==> config.mk <==
export PLATFORM = sky130hd
export DESIGN_NAME = param_universal_shift_reg
export DESIGN_NICKNAME = d
export VERILOG_FILES = /design/src/rtl/param_universal_shift_reg.sv
export SDC_FILE = /design/constraint.sdc
export NUM_CORES = 1
export LEC_CHECK = 0
export CORE_ASPECT_RATIO = 1.25
export CORE_MARGIN = 4
export CORE_UTILIZATION = 50
export DETAILED_ROUTE_END_ITERATION = 12
export PLACE_DENSITY_LB_ADDON = 0.15
export SLEW_MARGIN = 25
export SYNTH_ARGS = -nofsm -noshare
export SYNTH_HDL_FRONTEND = slang
export SYNTH_SLANG_ARGS = --single-unit
==> constraint.sdc <==
create_clock -name clk -period 2.1 [get_ports clk]
set_input_delay 0.42 -clock clk [delete_from_list [all_inputs] [get_ports clk]]
set_output_delay 0.42 -clock clk [all_outputs]
set_load 0.05 [all_outputs]
==> src/rtl/param_universal_shift_reg.sv <==
// Parametrised universal shift register: multi-position shift, rotate, arithmetic shift,
// parallel load and clear, with clock enable, last-shifted-out bit and zero flag.
module param_universal_shift_reg #(
    parameter int WIDTH = 8,
    parameter int AW    = $clog2(WIDTH)
) (
    input  logic             clk,
    input  logic             reset,
    input  logic             en,
    input  logic [2:0]       mode,
    input  logic [AW-1:0]    amt,
    input  logic             MSB_in,
    input  logic             LSB_in,
    input  logic [WIDTH-1:0] in,
    output logic [WIDTH-1:0] out,
    output logic             shift_out,
    output logic             zero
);

    localparam logic [2:0] MODE_HOLD  = 3'b000;
    localparam logic [2:0] MODE_SRL   = 3'b001;
    localparam logic [2:0] MODE_SLL   = 3'b010;
    localparam logic [2:0] MODE_LOAD  = 3'b011;
    localparam logic [2:0] MODE_ROR   = 3'b100;
    localparam logic [2:0] MODE_ROL   = 3'b101;
    localparam logic [2:0] MODE_ASR   = 3'b110;
    localparam logic [2:0] MODE_CLEAR = 3'b111;

    logic [WIDTH-1:0] srl_res;
    logic [WIDTH-1:0] sll_res;
    logic [WIDTH-1:0] ror_res;
    logic [WIDTH-1:0] rol_res;
    logic [WIDTH-1:0] asr_res;
    logic [AW-1:0]    right_idx;
    logic [AW-1:0]    left_idx;
    logic             so_right;
    logic             so_left;
    logic             shift_mode;
    logic [WIDTH-1:0] next_out;
    logic             next_so;

    // Each result is formed in a double-width window so the fill bits slide in naturally.
    assign srl_res = WIDTH'({{WIDTH{MSB_in}}, out} >> amt);
    assign asr_res = WIDTH'({{WIDTH{out[WIDTH-1]}}, out} >> amt);
    assign ror_res = WIDTH'({out, out} >> amt);
    assign sll_res = WIDTH'(({out, {WIDTH{LSB_in}}} << amt) >> WIDTH);
    assign rol_res = WIDTH'(({out, out} << amt) >> WIDTH);

    // WIDTH is a power of two, so W-k wraps exactly within AW bits.
    assign right_idx = amt - 1'b1;
    assign left_idx  = {AW{1'b0}} - amt;
    assign so_right  = out[right_idx];
    assign so_left   = out[left_idx];

    assign shift_mode = (mode != MODE_HOLD) && (mode != MODE_LOAD) && (mode != MODE_CLEAR);

    // Next-state selection; a zero distance in any shift/rotate mode acts as hold.
    always_comb begin
        next_out = out;
        next_so  = shift_out;
        if (shift_mode && (amt == {AW{1'b0}})) begin
            next_out = out;
            next_so  = shift_out;
        end else begin
            case (mode)
                MODE_HOLD: begin
                    next_out = out;
                    next_so  = shift_out;
                end
                MODE_SRL: begin
                    next_out = srl_res;
                    next_so  = so_right;
                end
                MODE_SLL: begin
                    next_out = sll_res;
                    next_so  = so_left;
                end
                MODE_LOAD: begin
                    next_out = in;
                    next_so  = shift_out;
                end
                MODE_ROR: begin
                    next_out = ror_res;
                    next_so  = so_right;
                end
                MODE_ROL: begin
                    next_out = rol_res;
                    next_so  = so_left;
                end
                MODE_ASR: begin
                    next_out = asr_res;
                    next_so  = so_right;
                end
                MODE_CLEAR: begin
                    next_out = {WIDTH{1'b0}};
                    next_so  = 1'b0;
                end
                default: begin
                    next_out = {WIDTH{1'b0}};
                    next_so  = 1'b0;
                end
            endcase
        end
    end

    // State register with asynchronous clear and clock enable.
    always_ff @(posedge clk or posedge reset) begin
        if (reset) begin
            out       <= {WIDTH{1'b0}};
            shift_out <= 1'b0;
        end else if (en) begin
            out       <= next_out;
            shift_out <= next_so;
        end else begin
            out       <= out;
            shift_out <= shift_out;
        end
    end

    assign zero = (out == {WIDTH{1'b0}});

endmodule

==> run metrics <==
number of synthesized register bits 9; Post-Syn Area per Cell between 7 and 8 sq um; synth unique cells 55; most numerous cell in the Yosys netlist clkbuf_1; first-pass GRT wire length 9722 um; area leader, netlist dfrtp_1; Setup crit start kind input pin; fraction of registers with async set/reset 100.0%; P&R area growth vs syn 45.24%; post-synth top area share 13.50%; Max VDD drop 0.5560 mV; status completed; gr ovfl total 0; Finished Layout Cells 315; DR pass1 iterations 6; die area 4330 sq um; pwr/cell area approximately 600 nW/um^2; Met3 Routed Length about 480 um; critical path class in2reg; synthesized net count 236; clock sink total 9; Max Cap Violations 0; type of element capturing the critical path flop; CTS tree built; clk root buf clkbuf_8; Post-Route M1 WL 2461 um; Relative slew margins between 60% and 70%; fin crit share 97.62%; CP max stage delay 0.48 ns; final net count 301; critical-path cell list buf_6, and3b_2, mux2_4, mux4_2, a221o_1, o32a_1; crit-path leading delay family multiplexers; Area contributors post-synth dfrtp_1 (14%), mux2i_1 (9.6%), mux2_2 (7.4%); Worst EP arrival approximately 2.2 ns; Reg clk slew, reported paths 0.05 ns; Crit path required time about 2.2 ns; final worst slack ~0.050 ns; Slew Viols, Final 0; worst slack at placement -0.5534 ns; initial core utilization 51.75%; most frequent cells after synthesis clkbuf_1 (19), nand2_1 (17), nor2_1 (17); Max Buffers Root-to-Sink 2; DP Wirelength 4710 um; DR WL/cell 19.79 um; placed insts 306; Final Util between 70% and 80%; share of cells above drive strength 1 between 30% and 40%; Syn. warnings 0; Fillers about 260; gp weighted congestion about 0.99; vias in the first global route a little over 2000; Least-Margin Pin Slew 0.4937 ns; crit path time final 2.050 ns; CP Buf/Inv Count 1; port bufs 28; Seq/Total Area, Yosys 13.50%; final hold vios 0; # rows 23; initial DRC count 208; Die W about 60 um; Critical Path Slowest Stage Cell mux4_2; # hold bufs at CTS 0; Top Layer Used met4; footprint of the multi-input gates approximately 1300 sq um; Synth Instances 214; routed length on met2 2954 um; gr usage total 29.32%; core area about 3200 sq um; Via density 6.622; Static Leak 1.071 nW; Storage cell area approximately 230 sq um; routed wire length 6233 um; largest net degree at the start of global routing 22; RSZ-0062 raised after global routing false; antenna violations before repair 0; DRT antenna net count 0; TritonCTS Buffers 3; critical path fanouts, max 2; Ports 29; Worst Hold Class in2async; drt drc 0; ys flop type dfrtp_1; Max Clk Rate 487.8 MHz; # setup viols final 0; Pwr Total 1.442 mW; total number of vias 2086; clk_skew 0.005877 ns; H-tree depth 1; Synth Cell Area 1668 sq um; Skew-Pair Late Insertion Delay approximately 0.23 ns; EDFF count, synth 0; Die Span Y between 70 and 80 um; # diodes 0
## metal layers
layer	global-route usage, %	up-vias
met3	4.602	36
met1	37.46	977
met2	47.48	126
li1	-	947
met5	0	-
met4	13.79	0
## cell usage in the layout (no fill, tap or decap), drive strengths merged, types with 2 or more instances in the layout
cell type,n
a2111oi,2
a211oi,5
a21o,4
a21oi,12
a221o,2
a221oi,8
a22o,2
a31oi,2
a32o,2
a32oi,2
and3,2
and3b,2
buf,70
clkbuf,4
clkdlybuf4s50,13
clkinv,2
dfrtp,9
dlygate4sd2,3
ha,3
inv,7
mux2,12
mux2i,16
mux4,5
nand2,17
nand2b,4
nand3,6
nor2,17
nor2b,2
nor3,4
nor3b,2
o211ai,4
o21ai,10
o221ai,2
or4,2
## through the flow
| step | hold WS [ns] | TNS (ns) | cell area [sq um] |
|---|---|---|---|
| CTS | 0.4541 | 0 | 2399 |
| global placement | 0.5633 | -3.095 | 2291 |
| finish | 0.4512 | 0 | 2422 |
| detailed placement | 0.5706 | -3.332 | 2291 |
| global route | 0.5001 | 0 | 2422 |
| floorplan | 0.2479 | -0.3104 | 1680 |
## layout make-up
| class | count | area share, % |
|---|---|---|
| multi-input combinational | 170 | 55.37 |
| timing repair buffer | 86 | 29.96 |
| sequential | 9 | 9.453 |
| tap | 37 | 1.911 |
| clock buffer | 4 | 1.860 |
| inverter | 9 | 1.446 |
## path summary, 6_finish.rpt
kind                            cells past startpoint  slack [ns]       from         to
worst max-delay path                                6        0.05    mode[1]     out[2]
worst min register to register                      2        0.58  shift_out  shift_out
max in group asynchronous                           2        1.36      reset     out[3]
worst max register to register                      6        0.18     out[0]       flop
min in group clk                                    2        0.58  shift_out  shift_out
worst min-delay path                                2        0.45      reset     out[2]
## kinds of logic after synthesis
group	Yosys count	share of synthesized area, %
AOI/OAI and AO/OA	68	29.79
and+or+nand+nor	65	20.10
buffers and inverters	35	9.153
muxes	33	24.68
DFF	9	13.50
adders and majority gates	3	2.251
xor gates and xnor gates	1	0.5252
## report_power, final
part	total (mW)	switching, mW	internal, mW
clock	0.198	0.0661	0.132
combinational	0.929	0.499	0.430
sequential	0.315	0.101	0.214
total	1.44	0.665	0.776
## what timing repair did
item	4_1_cts	5_1_grt
gates resized for setup	26	4
setup buffers	4	1
pin swaps	4	2
endpoints found under the setup margin	10	2
No activity file was read; power rests on OpenSTA's default activity.
